[config.mk]
export PLATFORM = sky130hd
export DESIGN_NAME = btn_conditioner
export DESIGN_NICKNAME = d
export VERILOG_FILES = /design/src/rtl/btn_conditioner.sv
export SDC_FILE = /design/constraint.sdc
export NUM_CORES = 1
export LEC_CHECK = 0
export ABC_AREA = 1
export CAP_MARGIN = 20
export CORE_UTILIZATION = 50
export DETAILED_ROUTE_END_ITERATION = 8
export PLACE_DENSITY_LB_ADDON = 0.25
export SLEW_MARGIN = 20
export SYNTH_ARGS = -nofsm -noshare
export SYNTH_HDL_FRONTEND = slang
export SYNTH_SLANG_ARGS = --single-unit
[constraint.sdc]
create_clock -name clk -period 1.7 [get_ports clk]
set_input_delay 0.255 -clock clk [delete_from_list [all_inputs] [get_ports clk]]
set_output_delay 0.255 -clock clk [all_outputs]
set_load 0.02 [all_outputs]
[src/rtl/btn_conditioner.sv]
// Conditions four raw active-low direction buttons into active-low single-cycle move
// strobes: two-flop synchroniser, debounce, press/hold-to-repeat FSM, opposite-direction veto.
module btn_conditioner #(
    parameter int DEBOUNCE_CYCLES = 1000000,
    parameter int REPEAT_DELAY    = 50000000,
    parameter int REPEAT_PERIOD   = 25000000,
    parameter int REPEAT_EN       = 1
) (
    input  logic       clk,
    input  logic       reset,
    input  logic       btn_up_n,
    input  logic       btn_down_n,
    input  logic       btn_left_n,
    input  logic       btn_right_n,
    output logic       up,
    output logic       down,
    output logic       left,
    output logic       right,
    output logic [3:0] held
);

    localparam int RMAX = (REPEAT_DELAY > REPEAT_PERIOD) ? REPEAT_DELAY : REPEAT_PERIOD;
    localparam int DW   = $clog2(DEBOUNCE_CYCLES + 1);
    localparam int RW   = $clog2(RMAX + 1);

    localparam logic [DW-1:0] DB_LAST     = DW'(DEBOUNCE_CYCLES - 1);
    localparam logic [RW-1:0] DELAY_LAST  = RW'(REPEAT_DELAY - 1);
    localparam logic [RW-1:0] PERIOD_LAST = RW'(REPEAT_PERIOD - 1);
    localparam logic [RW-1:0] RPT_SAT     = RW'(RMAX);

    localparam logic [1:0] S_IDLE = 2'd0;
    localparam logic [1:0] S_HOLD = 2'd1;
    localparam logic [1:0] S_RPT  = 2'd2;

    // Channel order everywhere: [3]=up, [2]=down, [1]=left, [0]=right
    logic [3:0]    raw;
    logic [3:0]    sync_p0;
    logic [3:0]    sync_p1;
    logic [3:0]    stable;
    logic [3:0]    fire;
    logic [3:0]    emit;
    logic [DW-1:0] db_cnt    [4];
    logic [1:0]    state     [4];
    logic [1:0]    state_nxt [4];
    logic [RW-1:0] rpt_cnt   [4];
    logic [RW-1:0] rpt_nxt   [4];

    assign raw  = {btn_up_n, btn_down_n, btn_left_n, btn_right_n};
    assign held = stable;

    // Press/repeat FSM runs off the debounced level; a release always wins over a due repeat
    always_comb begin
        for (int i = 0; i < 4; i++) begin
            fire[i]      = 1'b0;
            state_nxt[i] = state[i];
            rpt_nxt[i]   = rpt_cnt[i];
            if (!stable[i]) begin
                state_nxt[i] = S_IDLE;
                rpt_nxt[i]   = '0;
            end else begin
                case (state[i])
                    S_IDLE: begin
                        fire[i]      = 1'b1;
                        state_nxt[i] = S_HOLD;
                        rpt_nxt[i]   = '0;
                    end
                    S_HOLD: begin
                        if (REPEAT_EN != 0 && rpt_cnt[i] == DELAY_LAST) begin
                            fire[i]      = 1'b1;
                            state_nxt[i] = S_RPT;
                            rpt_nxt[i]   = '0;
                        end else if (rpt_cnt[i] != RPT_SAT) begin
                            rpt_nxt[i] = rpt_cnt[i] + RW'(1);
                        end
                    end
                    S_RPT: begin
                        if (rpt_cnt[i] == PERIOD_LAST) begin
                            fire[i]    = 1'b1;
                            rpt_nxt[i] = '0;
                        end else if (rpt_cnt[i] != RPT_SAT) begin
                            rpt_nxt[i] = rpt_cnt[i] + RW'(1);
                        end
                    end
                    default: begin
                        state_nxt[i] = S_IDLE;
                        rpt_nxt[i]   = '0;
                    end
                endcase
            end
        end
    end

    // Opposite directions cancel each other; the FSMs themselves are unaffected
    always_comb begin
        emit = fire;
        if (fire[3] && fire[2]) emit[3:2] = 2'b00;
        if (fire[1] && fire[0]) emit[1:0] = 2'b00;
    end

    always_ff @(posedge clk) begin
        if (reset) begin
            sync_p0 <= 4'hF;
            sync_p1 <= 4'hF;
            stable  <= 4'h0;
            for (int i = 0; i < 4; i++) begin
                db_cnt[i]  <= '0;
                state[i]   <= S_IDLE;
                rpt_cnt[i] <= '0;
            end
            {up, down, left, right} <= 4'hF;
        end else begin
            sync_p0 <= raw;
            sync_p1 <= sync_p0;
            for (int i = 0; i < 4; i++) begin
                // sync_p1 is active-low, stable is active-high: equal bits mean disagreement
                if (sync_p1[i] == stable[i]) begin
                    if (db_cnt[i] == DB_LAST) begin
                        stable[i] <= ~stable[i];
                        db_cnt[i] <= '0;
                    end else begin
                        db_cnt[i] <= db_cnt[i] + DW'(1);
                    end
                end else begin
                    db_cnt[i] <= '0;
                end
                state[i]   <= state_nxt[i];
                rpt_cnt[i] <= rpt_nxt[i];
            end
            {up, down, left, right} <= ~emit;
        end
    end

endmodule

* Word-level counts from Yosys, hierarchy flattened *
Memory sizes are Yosys's and may differ from the RTL's.
Cells that the tools add are included.

storage, ports and cells
  flip-flop bits (word level) = 16
  memory bits (writable) = 192
  input port bits = 6
  output and inout bits = 8
  memories kept = 3

memory list
  memory   words  bits a word  rd ports  clocked after Yosys merged registers in  write ports  RTL line  source
  rpt_cnt  4      26           4         0                                        4            45        logic [RW-1:0] rpt_cnt [4];
  db_cnt   4      20           4         0                                        4            42        logic [DW-1:0] db_cnt [4];
  state    4      2            4         0                                        4            43        logic [1:0] state [4];

operators by class
  add/subtract/negate cells = 8
  equality and inequality tests = 28
  mux-type cells = 117
  bitwise gates (word level) = 25
  reduce and logical (&&, ||, !) cells = 10

operators by type and width
  cell                     count
  $mux W26                 20
  $mux W20                 12
  $pmux W26 S2             4
  $add A26 B1 Y26 const B  4
  $eq A26 B25 Y1 const B   4
  $eq A26 B26 Y1 const B   4
  $ne A26 B26 Y1 const B   4
  $add A20 B1 Y20 const B  4
  $eq A20 B20 Y1 const B   4
  $mux W1                  59
  $mux W2                  14
  $pmux W2 S3              4
  $or A1 B1 Y1             20
  $pmux W1 S3              4
  $eq A2 B1 Y1 const B     4
  $eq A2 B2 Y1 const B     4
  $logic_not A2 Y1         4
  $reduce_and A2 Y1        4
  $eq A1 B1 Y1             4
  $not A1 Y1               4
  $not A4 Y4               1
  $logic_and A1 B1 Y1      2

* Longest topological paths before layout *
  depth in word-level cells = 8
  gate-level depth with buffers = 12
  gate-level depth less buffers = 11

* Worst setup path before layout *
Ideal clock, no wire load.

  path type = reg2reg
  start = memory db_cnt[3][0] (netlist bit)
  end = memory db_cnt[3][17] (netlist bit) (data pin)
  setup time = 0.254 ns
  data arrival time = 1.459 ns
  required time = 1.446 ns
  slack = -0.013 ns
  stages on the path, launching flop included = 8
  path buffers = 1
  clock period less this slack = 1.713 ns
  path through = edfxtp_1 > ha_1 > nand3_1 > nor2_1 > nand3_1 > nand2_2 > buf_4 > nor2_1

RTL lines
  what         RTL line
  from (decl)  42

==> flow_summary.json <==
{
  "avgSynthCellArea_um2": 7.36,
  "fp.dieW_um": 156,
  "grt_pass1_vias": 9908,
  "hp-class": "input pin to flop",
  "mostFrequentLayoutCell": "nand2_1",
  "fmax_ghz": 0.572,
  "final_cell_mix": "nand2_1, nor2_1, inv_1",
  "netlist_area_um2": 11900,
  "final_layout_size_suffix_gt1_frac": 0.186,
  "cts_tree": "built",
  "setup_slack_ns": -0.0494,
  "synth_warnings": 0,
  "fin_crit_sh": 1.03,
  "area_growth_pct": 27.8,
  "fin_util": 0.648,
  "avgRoutedWirePerCell_um": 12.2,
  "whs_path_depth": 2,
  "io_pins": 14,
  "r2r_start": "db_cnt[1][1]",
  "async_flop_share": 0,
  "grt_start_max_net_pins": 27,
  "clock_sinks": 208,
  "grt_pass1_wl_mm": 42.5,
  "yosys-top-cells-area": "dfxtp_1, edfxtp_1, nor2_1",
  "ys_types": 36,
  "status": "complete, but fails checks",
  "via_count": 10684,
  "relSlewSlack": 0.634,
  "cts.hold.buffers_added": 0,
  "fin_tns_setup_ns": -0.556,
  "grt_antenna_before_repair": 0,
  "r2r_cells": 9,
  "yosysTopAreaCell": "dfxtp_1",
  "routabilityCongestion": 0.900,
  "r2r_slack_ns": -0.05,
  "drv_slew": 0,
  "viasPerCell": 4.89,
  "finalNetCount": 1886,
  "synth_top_area_frac": 0.216,
  "ant_nets": 0,
  "die_height_um": 156,
  "fin_skew_ns": 0.0127,
  "crit_fanout": 5,
  "end_kind": "flop",
  "power.density_nw_per_um2": 713,
  "netlist_instances": 1613,
  "arrival_ns": 2.02,
  "min_to": "sync_p0[1]",
  "cts-root-buf": "clkbuf_16",
  "cp-start-kind": "flop",
  "rsz0062_at_grt": "yes",
  "ir_worst_vdd_uv": 787,
  "leakage_nw": 5.89,
  "setup_viol": 27,
  "critPathKind": "flop to flop",
  "drt_wl_total_mm": 26.7,
  "first_pass_iters": 5,
  "ys_seq_area_frac": 0.418,
  "pre_cts_slack_ns": -0.0527,
  "clk_path_buf_depth": 3,
  "synth-seq-cells": 208,
  "insertion_delay_ns": 0.52,
  "failed_checks": "negative setup slack",
  "drc": 0,
  "worst_slew_pin_slew_ns": 0.548,
  "period_minus_slack_ns": 1.75,
  "worstPathRequired_ns": 1.97,
  "maxCapViolations": 0,
  "hp-start": "btn_left_n",
  "gr-total-overflow": 0,
  "clk_pin_slew_ns": 0.06,
  "core-area_um2": 23400,
  "dp_hpwl_mm": 18.4,
  "yosys_most_used_dff": "dfxtp_1",
  "start_util": 0.507,
  "cts-htree-levels": 1,
  "synth_edf_count": 80,
  "worst_r2r_endpoint": "db_cnt[1][16]",
  "cts_buffers": 24,
  "n_antenna_cell": 0,
  "dieArea_um2": 24400,
  "portBuffers": 13,
  "grt_use_total": 0.208,
  "hold_viol_final": 0,
  "drt_iter0_drc": 602,
  "rows": 56
}
## stage by stage
stage / hold slack, ns / power (mW) / area (um2) / std cells
4_1_cts: 0.297 / 10.9 / 14300 / 2154
3_5_place_dp: 0.393 / 5.73 / 13500 / 2110
3_3_place_gp: 0.392 / 5.72 / 13500 / 2110
2_1_floorplan: 0.359 / 5.61 / 12200 / 1692
5_1_grt: 0.305 / 11.2 / 15200 / 2185
6_report: 0.315 / 10.8 / 15200 / 2185
## flip-flops by register name, indices dropped and copies added, names as in the netlist
name / cells
sync_p0: 4
rpt_cnt: 104
sync_p1: 4
db_cnt: 80
held: 4
up: 1
down: 1
left: 1
state: 8
right: 1
## how the worst max path moves through the flow
stage          slack (ns)       endpoint  depth (start not counted)         start
2_1_floorplan       0.007  db_cnt[1][10]                          9  db_cnt[1][0]
3_3_place_gp        0.009  db_cnt[1][12]                          7         reset
3_5_place_dp        -0.05   db_cnt[3][3]                          7         reset
4_1_cts             0.006  db_cnt[1][10]                          9  db_cnt[1][0]
5_1_grt             -0.12  db_cnt[1][16]                          9  db_cnt[1][0]
6_report            -0.05  db_cnt[1][16]                          9  db_cnt[1][1]
## worst max-delay path, stage by stage (launching register included)
cell	delay [ns]
edfxtp_1	0.35
ha_2	0.19
nand2_2	0.06
inv_2	0.08
nand3_4	0.10
nor2_4	0.11
nand4_1	0.19
nand2_4	0.19
clkbuf_16	0.17
nor3b_2	0.04
## final cells by class
type | count | area [um2]
fillers | 2025 | 8240
clock buffers | 40 | 773
flip-flops and latches | 208 | 4980
multi-input cells | 1247 | 6750
repair buffers | 147 | 1400
clock inverters | 4 | 22.5
well taps | 319 | 399
inverters | 220 | 828
## power by group
| group | switching, mW | internal (mW) | total [mW] |
|---|---|---|---|
| clock | 2.03 | 3.09 | 5.12 |
| sequential | 0.0717 | 5.26 | 5.33 |
| combinational | 0.213 | 0.151 | 0.364 |
## timing repair
item                                    4_1_cts  5_1_grt
gates resized for setup                      11      147
cloned                                        0       13
endpoints found under the setup margin       25      193
pin swaps                                     3       30
buffers inserted                              0       18
## synthesized netlist by cell type (2+ instances only)
master	number
a21oi_1	44
a31oi_1	3
buf_2	7
buf_4	3
buf_6	8
dfxtp_1	128
edfxtp_1	80
ha_1	32
inv_1	219
nand2_1	318
nand2_2	13
nand2_4	2
nand3_1	109
nand3_2	4
nand3b_1	3
nand4_1	54
nor2_1	331
nor2_2	6
nor2_4	6
nor3_1	75
nor3_2	3
nor3b_1	3
o21ai_0	19
o21ai_1	2
or2_2	18
xnor2_1	18
xor2_1	96
## cells by family after synthesis
logic type	after synthesis	share of synthesized area
fa+ha+maj	32	0.0337
xor+xnor	114	0.0841
flops	208	0.418
compound gates	70	0.0303
simple gates	949	0.351
other cells	1	0.000316
buf+inv	239	0.0823
## per-layer routing
metal	up-vias	global-route usage	part of all wire
met2	178	0.371	0.49
met4	0	0.0546	0.021
met3	48	0.0325	0.042
li1	5526	-	-
met1	4932	0.259	0.44
met5	-	0	0
(Power assumes the default switching activity.)
